[src/rtl/full_adder_ha_pkg.sv]
// full_adder_ha_pkg: shared constants and golden model for the half-adder
// based ripple-carry adder.
//   MAX_WIDTH - widest supported operand width
//   ref_add   - exact (a + b + cin) over MAX_WIDTH+1 bits; callers zero-extend
//               narrower operands and read bit WIDTH as the carry out.
package full_adder_ha_pkg;

    localparam int MAX_WIDTH = 64;

    function automatic logic [MAX_WIDTH:0] ref_add(
        input logic [MAX_WIDTH-1:0] a,
        input logic [MAX_WIDTH-1:0] b,
        input logic                 cin
    );
        return {1'b0, a} + {1'b0, b} + {{MAX_WIDTH{1'b0}}, cin};
    endfunction

endpackage

[src/rtl/full_adder_ha_half_adder.sv]
// half_adder: single-bit half adder cell.
//   x, y - input bits
//   s    - x ^ y
//   c    - x & y
module half_adder (
    input  logic x,
    input  logic y,
    output logic s,
    output logic c
);

    assign s = x ^ y;
    assign c = x & y;

endmodule

[src/rtl/full_adder_ha.sv]
// full_adder_ha: registered WIDTH-bit ripple-carry adder built from half
// adders (two per bit, carry merged with an OR). One cycle latency.
//   clk, rst           - clock, synchronous active-high reset
//   in_valid, a, b,    - operands accepted on every edge with in_valid=1
//   carry_in
//   out_valid          - 1 for the cycle after an accepted input
//   sum, carry_out     - registered result; held while no input is accepted
//   ovf                - signed overflow, only when FULL_ADDER_HA_OVF_EN is
//                        defined
module full_adder_ha
    import full_adder_ha_pkg::*;
#(
    parameter int WIDTH = 1
) (
    input  logic             clk,
    input  logic             rst,
    input  logic             in_valid,
    input  logic [WIDTH-1:0] a,
    input  logic [WIDTH-1:0] b,
    input  logic             carry_in,
    output logic             out_valid,
    output logic [WIDTH-1:0] sum,
`ifdef FULL_ADDER_HA_OVF_EN
    output logic             ovf,
`endif
    output logic             carry_out
);

    // c[i] is the carry into bit i; c[0] is the external carry in.
    logic [WIDTH:0]   c;
    logic [WIDTH-1:0] s;
    logic [WIDTH-1:0] s1;
    logic [WIDTH-1:0] c1;
    logic [WIDTH-1:0] c2;

    assign c[0] = carry_in;

    for (genvar i = 0; i < WIDTH; i++) begin : g_bit
        half_adder u_ha1 (.x(a[i]),  .y(b[i]), .s(s1[i]), .c(c1[i]));
        half_adder u_ha2 (.x(s1[i]), .y(c[i]), .s(s[i]),  .c(c2[i]));
        // Both half-adder carries can never be 1 together, so OR is exact.
        assign c[i+1] = c1[i] | c2[i];
    end

    always_ff @(posedge clk) begin
        if (rst) begin
            sum       <= '0;
            carry_out <= 1'b0;
            out_valid <= 1'b0;
        end else if (in_valid) begin
            sum       <= s;
            carry_out <= c[WIDTH];
            out_valid <= 1'b1;
        end else begin
            // Result held; inputs (possibly X) are ignored.
            out_valid <= 1'b0;
        end
    end

`ifdef FULL_ADDER_HA_OVF_EN
    // Signed overflow: carry into MSB differs from carry out of MSB.
    // For WIDTH=1, c[WIDTH-1] is carry_in.
    always_ff @(posedge clk) begin
        if (rst)           ovf <= 1'b0;
        else if (in_valid) ovf <= c[WIDTH] ^ c[WIDTH-1];
    end
`endif

endmodule

[config.mk]
export PLATFORM = sky130hd
export DESIGN_NAME = full_adder_ha
export DESIGN_NICKNAME = d
export VERILOG_FILES = /design/src/rtl/full_adder_ha_pkg.sv /design/src/rtl/full_adder_ha_half_adder.sv /design/src/rtl/full_adder_ha.sv
export SDC_FILE = /design/constraint.sdc
export NUM_CORES = 1
export LEC_CHECK = 0
export CORE_AREA = 3 3 40 42
export DETAILED_ROUTE_END_ITERATION = 8
export DIE_AREA = 0 0 43 45
export DONT_BUFFER_PORTS = 1
export HOLD_SLACK_MARGIN = 0.06
export PLACE_DENSITY = 0.3
export SYNTH_ARGS = -nofsm -noshare
export SYNTH_HDL_FRONTEND = slang
export SYNTH_SLANG_ARGS = --single-unit
[constraint.sdc]
create_clock -name clk -period 1.8 [get_ports clk]
set_clock_uncertainty 0.2 [all_clocks]
set_input_delay 0.36 -clock clk [delete_from_list [all_inputs] [get_ports clk]]
set_output_delay 0.36 -clock clk [all_outputs]
set_load 0.03 [all_outputs]
==> out/results.md, run 1 <==
| Step | Item | Value |
|:---|:---|:---|
| sta | Setup violators final | 0 |
| clock tree | Clock latency at the later pin of the worst-skew pair | 0.23 ns |
| run status | Outcome | finished clean |
| global route | Vias in the first global route | 115 |
| pwr | Total Power | 0.213 mW |
| logic synthesis | Number of enable-type register cells in the synthesized netlist | 0 |
| setup path | Data required time at the worst endpoint | 1.24 ns |
| routing | Antenna-violating nets left | 0 |
| logic synthesis | Top cell type's share of synthesized area | 52.7% |
| setup path | Reg2reg path depth | 2 |
| routing | Total iterations of the first detailed-routing run | 1 |
| routing | DRT iter0 DRCs | 0 |
| floorplan | Die ar. | 1940 sq um |
| global route | Highest-utilization routing layer at the global route stage | met3 |
| cells and area | Area used by multi-input combinational logic | 53.8 sq um |
| min path | Worst hold stages | 1 |
| floorplan | Number of ports placed on the die boundary | 9 |
| floorplan | Die H | 45 um |
| sta | Shortest clock period the worst path allows after layout | 1.30 ns |
| placed design | # port buffers | 0 |
| global route | GRT Util Overall | 4.57% |
| global route | Gr ovfl total | 0 |
| setup path | Sort of element at the end of the critical path | output port |
| sta | Max-slew headroom at the worst pin | 77.4% |
| setup path | Worst-case register-to-register setup slack | 0.81 ns |
| cells and area | Antenna Diode Count | 0 |
| global route | Met3 Resource Use GR | 8.76% |
| min path | Hold EP | out_valid |
| cells and area | Total of fill cells in the finished design | 150 |
| setup path | Worst reg2reg path endpoint | sum |
| sta | Accumulated negative setup slack | 0 ns |
| logic synthesis | Top cell type by total area after synthesis | sky130_fd_sc_hd__dfxtp_1 |
| sta | Count of final max-slew check failures | 0 |
| routing | Total wire length | 279 um |
| global route | Met2 Usage GRT | 3.59% |
| clock tree | Post-CTS setup buffers | 0 |
| global route | Global-route wire length before repair | 503 um |
| cells and area | Total Nets Final | 22 |
| cells and area | Share of layout cells above drive strength 1 | 21.4% |
| logic synthesis | Proportion of register bits with asynchronous set or reset after synthesis | 0% |
| logic synthesis | Synthesized netlist net count | 16 |
| global route | Maximum number of pins on one net before global-route repair | 4 |
| logic synthesis | Unique cell type count in the Yosys netlist | 5 |
| global route | Routing usage on met1 | 3.60% |
| routing | Number of remaining DRC errors | 0 |
| pwr | Areal power density over the cells | 1260 nW/um^2 |
| routing | Routed WL per cell | 9.62 um |
| pwr | Leak pwr | 0.0689 nW |
| logic synthesis | Post-synth design cell area | 114 sq um |
| routing | Detailed-route via count | 80 |
| setup path | Startpoint types | register |
| sta | Share of the clock period used by the worst path | 72.2% |
| cells and area | Area grow syn2layout | 48.4% |
| floorplan | Number of core rows | 13 |
| clock tree | Clk Tree Root Cell | sky130_fd_sc_hd__clkbuf_4 |
| logic synthesis | Synth Register Bits | 3 |
| logic synthesis | Leading register cell type out of synthesis | sky130_fd_sc_hd__dfxtp_1 |
| floorplan | Die width | 43 um |
| setup path | Critical register-to-register path startpoint | sum |
| floorplan | Area of the core region | 1280 sq um |
| clock tree | Clock sink total | 3 |
| logic synthesis | Leading cell types by total area after synthesis | sky130_fd_sc_hd__dfxtp_1 53%, sky130_fd_sc_hd__fa_1 18%, sky130_fd_sc_hd__mux2i_1 18% |
| setup path | CP Max Fanout | 2 |
| clock tree | Maximum level of the CTS H-tree | 1 |
| routing | Post-DR vias/cell | 2.76 |
| setup path | Kind of critical path | register to output port |
| min path | Hold Crit Start | in_valid |
| logic synthesis | Most used standard cell by instance count after synthesis | sky130_fd_sc_hd__dfxtp_1 |
| sta | Worst slew pin tran | 0.339 ns |
| pwr | Maximum VDD drop | 0.187 mV |
| logic synthesis | Avg Cell Area, Syn | 12.7 sq um |
| logic synthesis | Cell count after synthesis | 9 |
| cells and area | Reg area | 60.1 sq um |
| sta | Final hold vios | 0 |
| logic synthesis | Number of warnings issued by yosys | 0 |
| logic synthesis | Fraction of the yosys area taken by sequential cells | 52.7% |
| run | Number of max-cap violations | 0 |
| clock tree | Number of buffers inserted during clock tree synthesis | 3 |
| clock tree | Clock-pin slew of the registers on the worst-case setup and hold paths | 0.04 ns |
| sta | Unrepaired setup endpoints after global routing | false |
| floorplan | Initial core utilization | 8.86% |
| clock tree | Bufs on Longest Clock Path | 2 |
| min path | Hold/Removal Path Class | input pin to register |
| setup path | Data arrival time of the worst path | 0.74 ns |
| sta | Achievable Freq | 0.769 GHz |
| placed design | RD Place Congestion | 0.581 |
| global route | Initial antenna violation count | 0 |
| clock tree | CTS tree | yes |
| logic synthesis | Top cell types by occurrence after synthesis | 3 x sky130_fd_sc_hd__dfxtp_1, 2 x sky130_fd_sc_hd__mux2i_1, 2 x sky130_fd_sc_hd__nor2_1, 1 x sky130_fd_sc_hd__fa_1, 1 x sky130_fd_sc_hd__nor2b_1 |
cell families after synthesis:
logic type	share of synthesized area, %
flops	52.7
simple gates	12.1
fa+ha+maj	17.6
mux	17.6
power by group:
group	switching (mW)	internal (mW)
Combinational	0.00455	0.00739
Clock	0.0336	0.0830
Sequential	0.0126	0.0718
Total	0.0507	0.162
worst max-delay path by stage:
stage | startpoint | endpoint | slack [ns] | cells past startpoint
2_1_floorplan | a | sum | 0.50 | 3
3_3_place_gp | a | sum | 0.48 | 3
3_5_place_dp | a | sum | 0.47 | 3
4_1_cts | carry_out | carry_out | 0.48 | 0
5_1_grt | carry_out | carry_out | 0.46 | 0
6_report | carry_out | carry_out | 0.50 | 0
area by class of cell:
class / count / share of cell area, %
Multi-Input combinational cell: 6 / 31.9
Tap cell: 15 / 11.1
Clock buffer: 4 / 15.6
Sequential cell: 3 / 35.6
Timing Repair Buffer: 1 / 5.93
flip-flops by register name (all words and copies together) (netlist names):
signal and flops:
sum 1, out_valid 1, carry_out 1
worst register-to-register path: stages (launching register included):
cell	delay (ns)
sky130_fd_sc_hd__dfxtp_1	0.51
sky130_fd_sc_hd__mux2i_1	0.12
sky130_fd_sc_hd__nor2_1	0.10
through the flow:
| stage | instances | util (%) | instance area (sq um) | hold slack (ns) | setup slack (ns) |
|---|---|---|---|---|---|
| after CTS | 29 | 13.1 | 169 | 0.0619 | 0.480 |
| after global routing | 29 | 13.1 | 169 | 0.0866 | 0.458 |
| after detailed placement | 24 | 10.3 | 133 | 0.235 | 0.465 |
| after floorplan | 9 | - | 114 | 0.232 | 0.504 |
| after global placement | 24 | 10.3 | 133 | 0.234 | 0.483 |
| final | 29 | 13.1 | 169 | 0.0694 | 0.500 |
layout by cell type, fill, tap and decap left out:
cell type	count
sky130_fd_sc_hd__fa_1	1
sky130_fd_sc_hd__nor2_1	2
sky130_fd_sc_hd__clkbuf_4	3
sky130_fd_sc_hd__nor2b_1	1
sky130_fd_sc_hd__dlygate4sd3_1	1
sky130_fd_sc_hd__dfxtp_1	3
sky130_fd_sc_hd__mux2i_1	2
sky130_fd_sc_hd__clkbuf_1	1
what timing repair did:
action,4_1_cts,5_1_grt
hold endpoints to repair,3,0
setup endpoints to repair,0,0
hold buffers,1,0
gates resized for setup,0,0
per-layer routing:
| metal | up-vias | routed length (um) |
|---|---|---|
| li1 | 40 | - |
| met1 | 34 | 92 |
| met2 | 6 | 110 |
| met3 | 0 | 77 |
| met4 | 0 | 0 |
| met5 | - | 0 |
(Power assumes the default switching activity.)
==> run 2, diff against run 1 <==
==> constraint.sdc (replaced) <==
create_clock -name clk -period 1.2 [get_ports clk]
set_clock_uncertainty 0.2 [all_clocks]
set_input_delay 0.24 -clock clk [delete_from_list [all_inputs] [get_ports clk]]
set_output_delay 0.24 -clock clk [all_outputs]
set_load 0.03 [all_outputs]
==> out/results.md, run 2 (synthesis gave the netlist of run 1 again) <==
| Step | Item | Value | Change |
|:---|:---|:---|:---|
| run status | Outcome | finished clean | unchanged |
| floorplan | Number of ports placed on the die boundary | 9 | unchanged |
| min path | Hold/Removal Path Class | input pin to register | unchanged |
| routing | Total iterations of the first detailed-routing run | 1 | unchanged |
| cells and area | Area used by multi-input combinational logic | 53.8 sq um | unchanged |
| cells and area | Share of layout cells above drive strength 1 | 33.3% | was 21.4% |
| cells and area | Registers with the most flip-flops | carry_out x1, out_valid x1, sum x1 | unchanged |
| routing | DRT iter0 DRCs | 0 | unchanged |
| global route | Maximum number of pins on one net before global-route repair | 4 | unchanged |
| sta | Hold slack | 0.113 ns | was 0.0694 ns |
| routing | Number of remaining DRC errors | 0 | unchanged |
| clock tree | Bufs on Longest Clock Path | 2 | unchanged |
| run | Number of max-cap violations | 0 | unchanged |
| cells and area | Area grow syn2layout | 61.5% | was 48.4% |
| setup path | Sort of element at the end of the critical path | output port | unchanged |
| cells and area | Total of fill cells in the finished design | 142 | was 150 |
| placed design | Pre-CTS WS | -0.0122 ns | was 0.465 ns |
| setup path | Kind of critical path | register to output port | unchanged |
| routing | WL met2 | 86 um | was 110 um |
| cells and area | Antenna Diode Count | 0 | unchanged |
| placed design | # port buffers | 0 | unchanged |
| sta | Share of the clock period used by the worst path | 95.9% |  |
| pwr | Maximum VDD drop | 0.318 mV | was 0.187 mV |
| floorplan | Number of core rows | 13 | unchanged |
| clock tree | Clock sink total | 3 | unchanged |
| clock tree | Clk Tree Root Cell | sky130_fd_sc_hd__clkbuf_4 | unchanged |
| pwr | Leak pwr | 0.0827 nW | was 0.0689 nW |
| routing | Detailed-route via count | 87 | was 80 |
| pwr | Total Power | 0.326 mW | was 0.213 mW |
| cells and area | Commonest non-fill, non-tap cell in the layout | sky130_fd_sc_hd__clkbuf_4 |  |
| clock tree | Maximum level of the CTS H-tree | 1 | unchanged |
| routing | Total wire length | 263 um | was 279 um |
| floorplan | Die width | 43 um | unchanged |
| cells and area | Total Nets Final | 23 | was 22 |
| setup path | CP Max Fanout | 1 | was 2 |
| floorplan | Die H | 45 um | unchanged |
| global route | Gr ovfl total | 0 | unchanged |
| global route | GRT Util Overall | 4.25% | was 4.57% |
| cells and area | Reg area | 62.6 sq um | was 60.1 sq um |
| routing | Routed WL per cell | 8.77 um | was 9.62 um |
| placed design | RD Place Congestion | 0.580 | was 0.581 |
| sta | Final hold vios | 0 | unchanged |
| global route | Global-route wire length before repair | 462 um | was 503 um |
| routing | Met1 wire length | 99 um | was 92 um |
| routing | Antenna-violating nets left | 0 | unchanged |
| global route | Vias in the first global route | 99 | was 115 |
| sta | Setup violators final | 0 | unchanged |
| sta | Accumulated negative setup slack | 0 ns | unchanged |
| routing | Top Metal Used | met4 | was met3 |
| clock tree | Number of buffers inserted during clock tree synthesis | 3 | unchanged |
| routing | Post-DR vias/cell | 2.90 | was 2.76 |
| setup path | Data required time at the worst endpoint | 0.76 ns | was 1.24 ns |
| clock tree | Clock latency at the later pin of the worst-skew pair | 0.23 ns | about the same |
| floorplan | Die ar. | 1940 sq um | unchanged |
| floorplan | Initial core utilization | 8.86% | unchanged |
| sta | Worst slew pin tran | 0.296 ns | was 0.339 ns |
| global route | Initial antenna violation count | 0 | unchanged |
| clock tree | CTS tree | yes | unchanged |
| sta | Unrepaired setup endpoints after global routing | false | unchanged |
| sta | Shortest clock period the worst path allows after layout | 1.15 ns |  |
| sta | Final critical-path setup slack | 0.0496 ns | was 0.500 ns |
| sta | Max-slew headroom at the worst pin | 80.2% | was 77.4% |
| clock tree | Clock-pin slew of the registers on the worst-case setup and hold paths | 0.04 ns | about the same |
| pwr | Areal power density over the cells | 1770 nW/um^2 | was 1260 nW/um^2 |
| routing | Met3 layer wire length in the routed design | 71 um | was 77 um |
| sta | Count of final max-slew check failures | 0 | unchanged |
| sta | Achievable Freq | 0.869 GHz |  |
| clock tree | Post-CTS setup buffers | 0 | unchanged |
| setup path | Startpoint types | register | unchanged |
| cells and area | Top library cells by usage in the layout, fill and taps aside | 3 x sky130_fd_sc_hd__clkbuf_4, 2 x sky130_fd_sc_hd__mux2i_1, 2 x sky130_fd_sc_hd__nor2_1, 2 x sky130_fd_sc_hd__dfxtp_2 | was 3 x sky130_fd_sc_hd__dfxtp_1, 3 x sky130_fd_sc_hd__clkbuf_4, 2 x sky130_fd_sc_hd__mux2i_1, 2 x sky130_fd_sc_hd__nor2_1 |
| floorplan | Area of the core region | 1280 sq um | unchanged |
| setup path | Data arrival time of the worst path | 0.71 ns | was 0.74 ns |
==> run 2: cell types whose count changed in the layout (fill, tap and decap cells not counted) <==
| cell | before | now |
|---|---|---|
| sky130_fd_sc_hd__dlymetal6s4s_1 | 0 | 1 |
| sky130_fd_sc_hd__dfxtp_2 | 0 | 2 |
| sky130_fd_sc_hd__dfxtp_1 | 3 | 1 |
==> run 2: per-layer routing <==
metal	GRT usage [%]	up-vias
met5	0	-
met4	3.61	0
met3	8.76	2
met2	3.59	8
met1	2.65	34
li1	-	43
==> run 2: tightest hold or removal path, cell delays in order <==
cell	delay, ns
sky130_fd_sc_hd__fa_1	0.14
sky130_fd_sc_hd__mux2i_1	0.06
sky130_fd_sc_hd__nor2_1	0.07
==> run 2: cell type report <==
class,instances,area share (%)
Multi-Input combinational cell,6,29.3
Clock buffer,4,14.3
Tap cell,15,10.2
Timing Repair Buffer,2,12.2
Sequential cell,3,34.0
==> run 2: final timing paths <==
| path | from | end | slack (ns) | cells past startpoint |
|---|---|---|---|---|
| worst max register to register | carry_out | carry_out | 0.33 | 2 |
| worst max-delay path | out_valid | out_valid | 0.05 | 0 |
| worst min-delay path | carry_in | sum | 0.11 | 3 |
| worst min register to register | sum | sum | 0.39 | 2 |
==> run 2: through the flow <==
step,area [sq um],utilization [%],cells
after global placement,133,10.3,24
after floorplan,114,-,9
after detailed placement,133,10.3,24
after CTS,179,13.9,30
after global routing,184,14.3,30
final,184,14.3,30
==> run 2: power by group <==
part	leakage (nW)	switching, mW	internal [mW]
logic	0.0422	0.00840	0.0136
registers	0.0256	0.0187	0.109
clock network	0.0150	0.0514	0.125
==> run 2: what timing repair did <==
action / in CTS / in global routing
endpoints found under the setup margin: 0 / 4
hold endpoints to repair: 3 / 0
hold buffers: 2 / 0
gates resized for setup: 0 / 3
